===== config.mk =====
export PLATFORM = sky130hd
export DESIGN_NAME = lcd_timing
export DESIGN_NICKNAME = d
export VERILOG_FILES = /design/src/rtl/lcd_timing.sv
export SDC_FILE = /design/constraint.sdc
export NUM_CORES = 1
export LEC_CHECK = 0
export CORE_ASPECT_RATIO = 0.6
export CORE_MARGIN = 5
export CORE_UTILIZATION = 56
export DETAILED_ROUTE_END_ITERATION = 10
export GPL_ROUTABILITY_DRIVEN = 0
export PLACE_DENSITY = 0.79
export SYNTH_ARGS = -nofsm -noshare
export SYNTH_HDL_FRONTEND = slang
export SYNTH_SLANG_ARGS = --single-unit

===== constraint.sdc =====
create_clock -name i_clk -period 2.45 [get_ports i_clk]
set_input_delay 0.3675 -clock i_clk [delete_from_list [all_inputs] [get_ports i_clk]]
set_output_delay 0.3675 -clock i_clk [all_outputs]
set_load 0.05 [all_outputs]

===== src/rtl/lcd_timing.sv =====
// lcd_timing: LCD panel timing generator (HSYNC/VSYNC/DEN plus active X/Y and frame-start pulse)
// Ports:
//   i_clk          pixel clock, all logic on rising edge
//   i_rst_n        asynchronous active-low reset
//   o_hsync        line sync, active low
//   o_vsync        frame sync, active low
//   o_den          data enable, high during active pixels
//   o_x, o_y       active column/row index, 0 outside the active area
//   o_frame_start  one-cycle pulse on the first active pixel of each frame
//   o_frame        free-running 16-bit frame count (only with LCD_TIMING_FRAME_CNT_EN defined)
// Optional feature macro: LCD_TIMING_FRAME_CNT_EN
module lcd_timing #(
    parameter int LCD_WIDTH  = 480,
    parameter int LCD_HEIGHT = 272,
    parameter int H_SYNC     = 41,
    parameter int H_BACK     = 2,
    parameter int H_FRONT    = 2,
    parameter int V_SYNC     = 10,
    parameter int V_BACK     = 2,
    parameter int V_FRONT    = 2
) (
    input  logic        i_clk,
    input  logic        i_rst_n,
    output logic        o_hsync,
    output logic        o_vsync,
    output logic        o_den,
    output logic [10:0] o_x,
    output logic [10:0] o_y,
`ifdef LCD_TIMING_FRAME_CNT_EN
    output logic [15:0] o_frame,
`endif
    output logic        o_frame_start
);

    localparam logic [10:0] H_BEG = 11'(H_SYNC);
    localparam logic [10:0] H_ACT = 11'(H_SYNC + H_BACK);
    localparam logic [10:0] H_FRT = 11'(H_SYNC + H_BACK + LCD_WIDTH);
    localparam logic [10:0] H_TOT = 11'(H_SYNC + H_BACK + LCD_WIDTH + H_FRONT);
    localparam logic [10:0] V_BEG = 11'(V_SYNC);
    localparam logic [10:0] V_ACT = 11'(V_SYNC + V_BACK);
    localparam logic [10:0] V_FRT = 11'(V_SYNC + V_BACK + LCD_HEIGHT);
    localparam logic [10:0] V_TOT = 11'(V_SYNC + V_BACK + LCD_HEIGHT + V_FRONT);

    typedef enum logic [1:0] {SYNC, BACK, ACTIVE, FRONT} phase_t;

    phase_t      r_hph, r_vph, w_hph_nxt, w_vph_nxt;
    logic [10:0] r_hcnt, r_vcnt;
    logic        w_hwrap, w_vwrap, w_den, w_fs;

    assign w_hwrap = r_hcnt == H_TOT - 11'd1;
    assign w_vwrap = r_vcnt == V_TOT - 11'd1;
    assign w_den   = r_hph == ACTIVE && r_vph == ACTIVE;
    assign w_fs    = w_den && r_hcnt == H_ACT && r_vcnt == V_ACT;

    // Phase registers track the phase of the current count, so they step on
    // the last count of each phase.
    always_comb begin
        w_hph_nxt = r_hph;
        case (r_hph)
            SYNC:   if (r_hcnt == H_BEG - 11'd1) w_hph_nxt = BACK;
            BACK:   if (r_hcnt == H_ACT - 11'd1) w_hph_nxt = ACTIVE;
            ACTIVE: if (r_hcnt == H_FRT - 11'd1) w_hph_nxt = FRONT;
            FRONT:  if (w_hwrap)                 w_hph_nxt = SYNC;
        endcase
    end

    always_comb begin
        w_vph_nxt = r_vph;
        if (w_hwrap) begin
            case (r_vph)
                SYNC:   if (r_vcnt == V_BEG - 11'd1) w_vph_nxt = BACK;
                BACK:   if (r_vcnt == V_ACT - 11'd1) w_vph_nxt = ACTIVE;
                ACTIVE: if (r_vcnt == V_FRT - 11'd1) w_vph_nxt = FRONT;
                FRONT:  if (w_vwrap)                 w_vph_nxt = SYNC;
            endcase
        end
    end

    always_ff @(posedge i_clk or negedge i_rst_n) begin
        if (!i_rst_n) begin
            r_hcnt <= '0;
            r_vcnt <= '0;
            r_hph  <= SYNC;
            r_vph  <= SYNC;
        end else begin
            r_hcnt <= w_hwrap ? '0 : r_hcnt + 11'd1;
            r_vcnt <= !w_hwrap ? r_vcnt : w_vwrap ? '0 : r_vcnt + 11'd1;
            r_hph  <= w_hph_nxt;
            r_vph  <= w_vph_nxt;
        end
    end

    // Outputs decode the current count, giving one cycle of latency.
    always_ff @(posedge i_clk or negedge i_rst_n) begin
        if (!i_rst_n) begin
            o_hsync       <= 1'b1;
            o_vsync       <= 1'b1;
            o_den         <= 1'b0;
            o_x           <= '0;
            o_y           <= '0;
            o_frame_start <= 1'b0;
        end else begin
            o_hsync       <= r_hph != SYNC;
            o_vsync       <= r_vph != SYNC;
            o_den         <= w_den;
            o_x           <= w_den ? r_hcnt - H_ACT : '0;
            o_y           <= w_den ? r_vcnt - V_ACT : '0;
            o_frame_start <= w_fs;
        end
    end

`ifdef LCD_TIMING_FRAME_CNT_EN
    // Updates on the same edge as o_frame_start, so the first frame reads 1.
    always_ff @(posedge i_clk or negedge i_rst_n) begin
        if (!i_rst_n) o_frame <= '0;
        else          o_frame <= o_frame + 16'(w_fs);
    end
`endif

endmodule

Yosys cells after proc, flatten, opt, wreduce, memory -nomap -nowiden
Index checks and enable logic that the tools add are counted.

word-level totals
  register bits after elaboration = 52
  bits in latches = 0
  RAM bits = 0
  ROM bits = 0
  input bits = 2
  output and inout bits = 26
  word-level logic and storage cells = 61
  memories = 0

operators by class
  add/subtract/negate cells = 4
  multipliers = 0
  divide/modulo/power cells = 0
  magnitude comparators = 0
  equality and inequality tests = 24
  shift-type cells = 0
  muxes and demuxes = 14
  bitwise operators = 0
  reduce and logical (&&, ||, !) cells = 9

operators with widths
  cell                     number
  $mux W11                 4
  $eq A11 B4 Y1 const B    3
  $eq A11 B6 Y1 const B    3
  $add A11 B1 Y11 const B  2
  $eq A11 B10 Y1 const B   2
  $eq A11 B9 Y1 const B    2
  $mux W2                  8
  $pmux W2 S4              2
  $ne A2 B2 Y1 const B     6
  $sub A11 B4 Y11 const B  1
  $sub A11 B6 Y11 const B  1
  $eq A2 B2 Y1 const B     4
  $reduce_and A5 Y1        1
  $eq A2 B1 Y1 const B     2
  $logic_not A2 Y1         2
  $ne A2 B1 Y1 const B     2
  $reduce_and A4 Y1        1
  $reduce_bool A2 Y1       2
  $logic_and A1 B1 Y1      3

Depth between registers and ports, before layout
Gate-level depths: netlist of the first run.

  depth in word-level cells = 4
  gate-level depth with buffers = 8
  gate-level depth less buffers = 7

Worst setup path after synthesis of the first run
Ideal clock, no wire load.

  path type = flip-flop to flip-flop
  from = register r_vcnt[2]
  to = register r_vph[1]
  library setup time = 0.125 ns
  arrival time = 2.041 ns
  required time = 2.325 ns
  setup slack = 0.284 ns
  stages on the path, launching flop included = 8
  buffers on the path = 2
  clock period less this slack = 2.166 ns
  cells stage by stage = dfrtp_1 ha_1 clkbuf_1 and4_1 clkbuf_1 inv_2 a2111oi_4 mux2_4

between the ends
  cells in the longest elaborated chain, start to end = 3
  elaborated cells between the ends (all ways) = 9
  classes of those cells = eq/ne: 8; reduce/logical: 1

RTL lines
  what                                                    line  RTL
  start, declared                                         47    logic [10:0] r_hcnt, r_vcnt;
  start signal, assigned                                  87    r_vcnt <= !w_hwrap ? r_vcnt : w_vwrap ? '0 : r_vcnt + 11'd1;
  $eq A11 B4 Y1, or another cell as far along             72    BACK: if (r_vcnt == V_ACT - 11'd1) w_vph_nxt = ACTIVE;
  $ne A2 B2 Y1 (no line) or $ne A2 B1 Y1 (tied branches)  -
  $reduce_and A5 Y1 (no line) (*)                         -
  end signal, assigned                                    89    r_vph <= w_vph_nxt;
  end, declared                                           46    phase_t r_hph, r_vph, w_hph_nxt, w_vph_nxt;

Every way passes the cells marked *; elsewhere a longest branch is shown, timed or not.
A chain may end at the register's enable or synchronous reset.

Final worst setup path of the first run
  from = register r_hcnt[4]
  to = register r_vph[1]

between the ends
  cells in the longest elaborated chain, start to end = 2

RTL lines
  what                         line  RTL
  start, declared              47
  start signal, assigned       86    r_hcnt <= w_hwrap ? '0 : r_hcnt + 11'd1;
  $eq A11 B10 Y1               50    assign w_hwrap = r_hcnt == H_TOT - 11'd1;
  $reduce_and A5 Y1 (no line)  -

Every way passes these cells.

==> out/metrics.csv, run 1 <==
stage;metric;value;unit
status;status;completed;
place;I/O Buffers;27;
critical_path;WP data arrival;2.40;ns
layout;Nets;305;
global_route;initial antenna violation count;0;
critical_path;kind of critical path;register to register;
synth;Synth cell types;44;
synth;cells after synthesis;259;
synth;Post-Synth Simple-Gate Area;18.6;%
cts;Post-CTS Hold Fix Bufs;0;
timing;final hold vios;0;
route;First-pass DRT Iterations;5;
critical_path;CP Launch Point;r_hcnt[4];
synth;ys flop type;dfrtp_1;
layout;Layout Cells excl Fill;351;
cts;CTS root buf;clkbuf_8;
layout;layout cells sized above 1;11.1;%
synth;top cells by area, synth;dfrtp_1 48%, ha_1 7.6%, xnor2_1 6.0%;
floorplan;initial core utilization;57.7;%
route;drt drc;0;
route;remaining antenna violation count;0;
route;routed wire length;5.43;mm
route;via count of the routed design;1929;
route;highest metal used;met4;
cts;clk_lat worst skew;0.30;ns
route;initial detailed-routing violation count;251;
timing;RSZ-0062 raised after global routing;no;
cts;H-tree Lvls;2;
critical_path;Reg2Reg Setup Slack;0.24;ns
power;pwr dens;483;mW/mm^2
layout;number of fillers in the final layout;365;
cts;Worst-path clk slew;0.09;ns
cts;post_cts resized;0;
critical_path;CP max stage delay;0.56;ns
floorplan;# rows;19;
synth;post-synthesis compound-gate area fraction;7.92;%
critical_path;Worst path slowest cell;nor4b_1;
timing;Max Clock Skew;0.0122;ns
global_route;vias in the first global route;1778;
critical_path;RR Startpoint;r_hcnt[4];
synth;Mapped Nets;277;
place;Cells after DPL;343;
critical_path;Worst EP required;2.64;ns
synth;largest family of logic cells by synthesized area;simple AND/OR/NAND/NOR gates;
global_route;GRT Resource Usage Total;18.6;%
route;met2 WL post-DR;2.23;mm
synth;synth warn;0;
critical_path;Register-to-Register Path Depth;4;
layout;Sequential Area;0.00130;sq mm
global_route;global route total overflow;0;
route;WL/cell;15.5;um
synth;Seq cells post-synth;52;
timing;Final setup viols;0;
synth;post-synthesis xor/xnor area fraction;9.02;%
cts;CTS Buf Count;5;
layout;Area Overhead vs Synth;17.6;%
critical_path;startpoint types;register;
timing;Slew Viols, Final;0;
power;maximum vdd ir drop;203;uV
critical_path;FF-to-FF End;r_vph[1];
timing;relative slew slack;61.2;%
min_path;HP Class;input port to asynchronous set/reset pin;
floorplan;die extent in y;63.0;um
layout;most frequent cells in the layout;50 x dfrtp_1, 32 x nor2_1, 26 x clkdlybuf4s50_1;
synth;asr flop ratio synth;100;%
synth;EDFF count, synth;0;
timing;fin crit share;90.2;%
synth;Mapped Area;0.00262;sq mm
global_route;largest net degree at the start of global routing;35;
critical_path;Crit. End Element;register;
critical_path;CP Max Fanout;8;
route;vias per inst;5.50;
route;DR WL met3;513;um
timing;fin crit period;2.21;ns
cts;clock sink count;52;
cts;CTS Buffer Depth;2;
floorplan;Placeable Area;0.00454;sq mm
place;post-DP HPWL;4.03;mm
synth;mux share of post-synthesis cell area;1.77;%
synth;largest area contributor in the netlist;dfrtp_1;
timing;setup_tns;0;ns
layout;Multi-input gate area;0.00118;sq mm
timing;max frequency;453;MHz
floorplan;I/O pin total;28;
global_route;first-pass GRT wire length;9.14;mm
synth;Adder-Cell Fraction of Synth Area;7.64;%
floorplan;DIE WIDTH;98.3;um
floorplan;die area;0.00619;sq mm
cts;CTS tree;done;
cts;Setup Buffers After CTS;0;
run;MaxCap Viol Count;0;
layout;antenna cell count;0;
timing;actual slew at the worst max-slew pin;0.574;ns
route;wl on met1;2.64;mm
layout;commonest non-fill, non-tap cell in the layout;dfrtp_1;
power;Leakage;1.39;nW
critical_path;worst-path cell chain;nor4b_1 > nand3_2 > a2111oi_4 > mux2_4;
synth;top cell type's share of synthesized area;47.7;%
synth;Post-Syn Area per Cell;10.1;sq um
timing;final hold slack;0.0262;ns
synth;sequential area share after synthesis;49.7;%
## registers in the layout, indices dropped and copies added (netlist names)
signal	flops
o_hsync	1
o_vsync	1
r_vph	2
o_x	11
r_vcnt	11
r_hph	2
o_den	1
o_y	11
r_hcnt	11
o_frame_start	1
## worst max path at each step
stage | depth (start not counted) | endpoint
after floorplan | 7 | r_vph[1]
after global placement | 5 | r_vph[1]
after detailed placement | 4 | r_vph[1]
after CTS | 4 | r_vph[1]
after global routing | 4 | r_vph[1]
final | 4 | r_vph[1]
## worst max-delay path, delay by kind of cell (launching register included)
| kind | cells | cell delay, ns |
|---|---|---|
| flip-flops | 1 | 0.47 |
| AO/OA/AOI/OAI | 1 | 0.41 |
| multiplexers | 1 | 0.33 |
| AND/OR/NAND/NOR | 2 | 0.88 |
## where the power goes
| part | internal, mW | leakage [nW] | switching (mW) |
|---|---|---|---|
| sequential | 0.858 | 0.700 | 0 |
| clock | 0.334 | 0.0614 | 0.277 |
| combinational | 0.00271 | 0.624 | 0.0164 |
| total | 1.19 | 1.39 | 0.293 |
## layout make-up
class                   count  area share (%)
repair buffers             37            11.0
flip-flops and latches     52            42.3
inverters                  16            1.95
clock inverters             2            1.26
well taps                  63            2.56
clock buffers               6            2.68
multi-input cells         175            38.2
## routing by layer
layer,up-vias,global-route usage (%)
met4,0,4.09
met5,-,0
met3,4,5.24
met2,84,25.8
met1,929,28.8
li1,912,-
## kinds of logic after synthesis
family | after synthesis
simple gates | 98
flops | 52
buf+inv | 32
compound gates | 30
xor+xnor | 27
fa+ha+maj | 16
mux | 4
## cells in the mapped netlist, types with 2 or more instances
library cell / n
dfrtp_1: 50
nor2_1: 32
nand2_1: 20
xnor2_1: 18
ha_1: 16
inv_1: 15
clkbuf_1: 12
o21ai_0: 11
nand3_1: 10
xor2_1: 9
nand4_1: 8
a21oi_1: 5
nor3_1: 5
and2_1: 4
and3_1: 4
nor4_1: 3
o31ai_1: 3
buf_2: 2
dfstp_2: 2
mux2i_1: 2
nor2b_1: 2
o21a_1: 2
o21ai_1: 2
or2_2: 2
## stage by stage
stage	area (sq um)	power (mW)	setup WS (ns)	util, %
after detailed placement	2960	0.895	0.279	65.2
after floorplan	2620	0.875	0.284	-
after global placement	2960	0.895	0.314	65.2
final	3080	1.49	0.241	67.9
after CTS	3080	1.50	0.237	67.9
after global routing	3080	1.54	0.0431	67.9
(Power assumes the default switching activity.)
==> run 2: changes to the inputs <==
--- a/config.mk
+++ b/config.mk
@@ -10,6 +10,7 @@
 export CORE_UTILIZATION = 56
 export DETAILED_ROUTE_END_ITERATION = 10
 export GPL_ROUTABILITY_DRIVEN = 0
+export GPL_TIMING_DRIVEN = 0
 export PLACE_DENSITY = 0.79
 export SYNTH_ARGS = -nofsm -noshare
 export SYNTH_HDL_FRONTEND = slang
==> out/metrics.csv, run 2 (synthesized netlist as in run 1, its figures left out) <==
stage;metric;value;unit;change
status;status;completed;;
layout;commonest non-fill, non-tap cell in the layout;dfrtp_1;;
floorplan;initial core utilization;57.7;%;unchanged
critical_path;startpoint types;register;;
timing;fin crit share;95.2;%;+5.0 points
critical_path;CP Max Fanout;9;;+1
global_route;vias in the first global route;1788;;+0.56%
floorplan;# rows;19;;unchanged
power;maximum vdd ir drop;389;uV;+92%
timing;max frequency;429;MHz;-5.3%
cts;Post-CTS Hold Fix Bufs;0;;unchanged
timing;Max Clock Skew;0.00606;ns;-0.00612 ns
place;dpl cell area;0.00299;sq mm;+0.85%
cts;Setup Buffers After CTS;0;;unchanged
timing;actual slew at the worst max-slew pin;0.524;ns;-0.0499 ns
cts;Worst-path clk slew;0.10;ns;about the same
critical_path;worst-path cell chain;ha_2 > and4_1 > clkbuf_1 > inv_2 > a2111oi_4 > mux2_4;;
global_route;initial antenna violation count;0;;unchanged
global_route;global route total overflow;0;;unchanged
place;post-DP HPWL;3.88;mm;-3.8%
floorplan;die extent in y;63.0;um;unchanged
place;I/O Buffers;27;;unchanged
layout;antenna cell count;0;;unchanged
run;MaxCap Viol Count;0;;unchanged
route;WL/cell;14.8;um;-4.6%
route;via count of the routed design;1903;;-1.3%
cts;post_cts resized;0;;unchanged
cts;CTS tree;done;;
layout;most frequent cells in the layout;50 x dfrtp_1, 32 x nor2_1, 26 x clkdlybuf4s50_1;;
route;remaining antenna violation count;0;;unchanged
cts;CTS root buf;clkbuf_8;;
power;PnR Total Power;1.48;mW;-0.57%
route;drt drc;0;;unchanged
timing;setup_tns;0;ns;unchanged
critical_path;kind of critical path;register to register;;
min_path;HP Class;input port to asynchronous set/reset pin;;
cts;clock sink count;52;;unchanged
critical_path;Crit. End Element;register;;
timing;RSZ-0062 raised after global routing;yes;;
timing;Slew Viols, Final;0;;unchanged
layout;Finished Cell Area;0.00311;sq mm;+0.81%
critical_path;Worst path slowest cell;dfrtp_1;;
floorplan;Placeable Area;0.00454;sq mm;unchanged
floorplan;I/O pin total;28;;unchanged
critical_path;WP data arrival;2.54;ns;+0.14 ns
power;pwr dens;476;mW/mm^2;-1.4%
global_route;largest net degree at the start of global routing;32;;-8.6%
cts;CTS Buf Count;5;;unchanged
cts;H-tree Lvls;2;;unchanged
layout;Nets;311;;+2.0%
cts;clk_lat worst skew;0.32;ns;+0.02 ns
timing;relative slew slack;64.8;%;+3.5 points
layout;utilization after layout;68.4;%;+0.55 points
critical_path;Worst EP required;2.65;ns;about the same
global_route;first-pass GRT wire length;8.85;mm;-3.2%
timing;fin crit period;2.33;ns;+0.123 ns
layout;layout cells sized above 1;9.86;%;-1.2 points
timing;Final setup viols;0;;unchanged
timing;final hold vios;0;;unchanged
timing;final hold slack;0.0160;ns;-0.0102 ns
floorplan;die area;0.00619;sq mm;unchanged
layout;Area Overhead vs Synth;18.5;%;
route;vias per inst;5.33;;-3.0%
cts;CTS Buffer Depth;2;;unchanged
power;Leakage;1.37;nW;-0.76%
global_route;GRT Resource Usage Total;18.3;%;-0.38 points
floorplan;DIE WIDTH;98.3;um;unchanged
critical_path;CP max stage delay;0.50;ns;-0.06 ns
route;routed wire length;5.27;mm;-3.0%
route;initial detailed-routing violation count;178;;-29%
route;First-pass DRT Iterations;4;;-1
critical_path;Reg2Reg Setup Slack;0.12;ns;-0.12 ns
==> run 2: changes by cell type in the layout (fill, tap and decap cells not counted), sizes merged <==
cell    previous run  this run
clkinv             1         0
inv               16        17
buf               11         5
clkbuf             6        18
==> run 2: stage by stage <==
stage / std cells / setup WS [ns]
after floorplan: 259 / 0.284
after global placement: 349 / -0.499
after detailed placement: 350 / -0.0739
after CTS: 357 / 0.0204
after global routing: 357 / -0.0199
final: 357 / 0.118
==> run 2: final timing paths <==
kind / from / end / cells past startpoint
worst min register to register: r_vcnt[10] / r_vcnt[10] / 1
worst max register to register: r_vcnt[2] / r_vph[1] / 6
max in group asynchronous: i_rst_n / o_hsync / 2
min in group i_clk: r_vcnt[10] / r_vcnt[10] / 1
worst min-delay path: i_rst_n / o_y[7] / 1
worst max-delay path: r_vcnt[2] / r_vph[1] / 6
==> run 2: where the power goes <==
part	leakage, nW	internal [mW]	switching [mW]	total [mW]
combinational	0.619	0.00376	0.0165	0.0203
sequential	0.700	0.858	0	0.858
clock	0.0558	0.309	0.292	0.601
==> run 2: critical path: cells and delay by family (launching register included) <==
kind            cells  cell delay, ns
simple gates        1            0.21
buf+inv             2            0.38
flops               1            0.50
fa+ha+maj           1            0.35
mux                 1            0.33
compound gates      1            0.43
==> run 2: layout make-up <==
type	count	area (sq um)
Fill cell	336	1430
Sequential cell	52	1300
Multi-Input combinational cell	175	1190
Timing Repair Buffer	28	285
Tap cell	63	78.8
Buffer	15	76.3
Clock buffer	6	72.6
Inverter	16	60.1
Clock inverter	2	38.8
==> run 2: layer usage <==
metal	vias up	wire [um]	GRT usage (%)
met4	0	97	8.52
li1	927	-	-
met5	-	0	0
met3	9	466	4.01
met1	882	2590	27.8
met2	85	2120	24.4
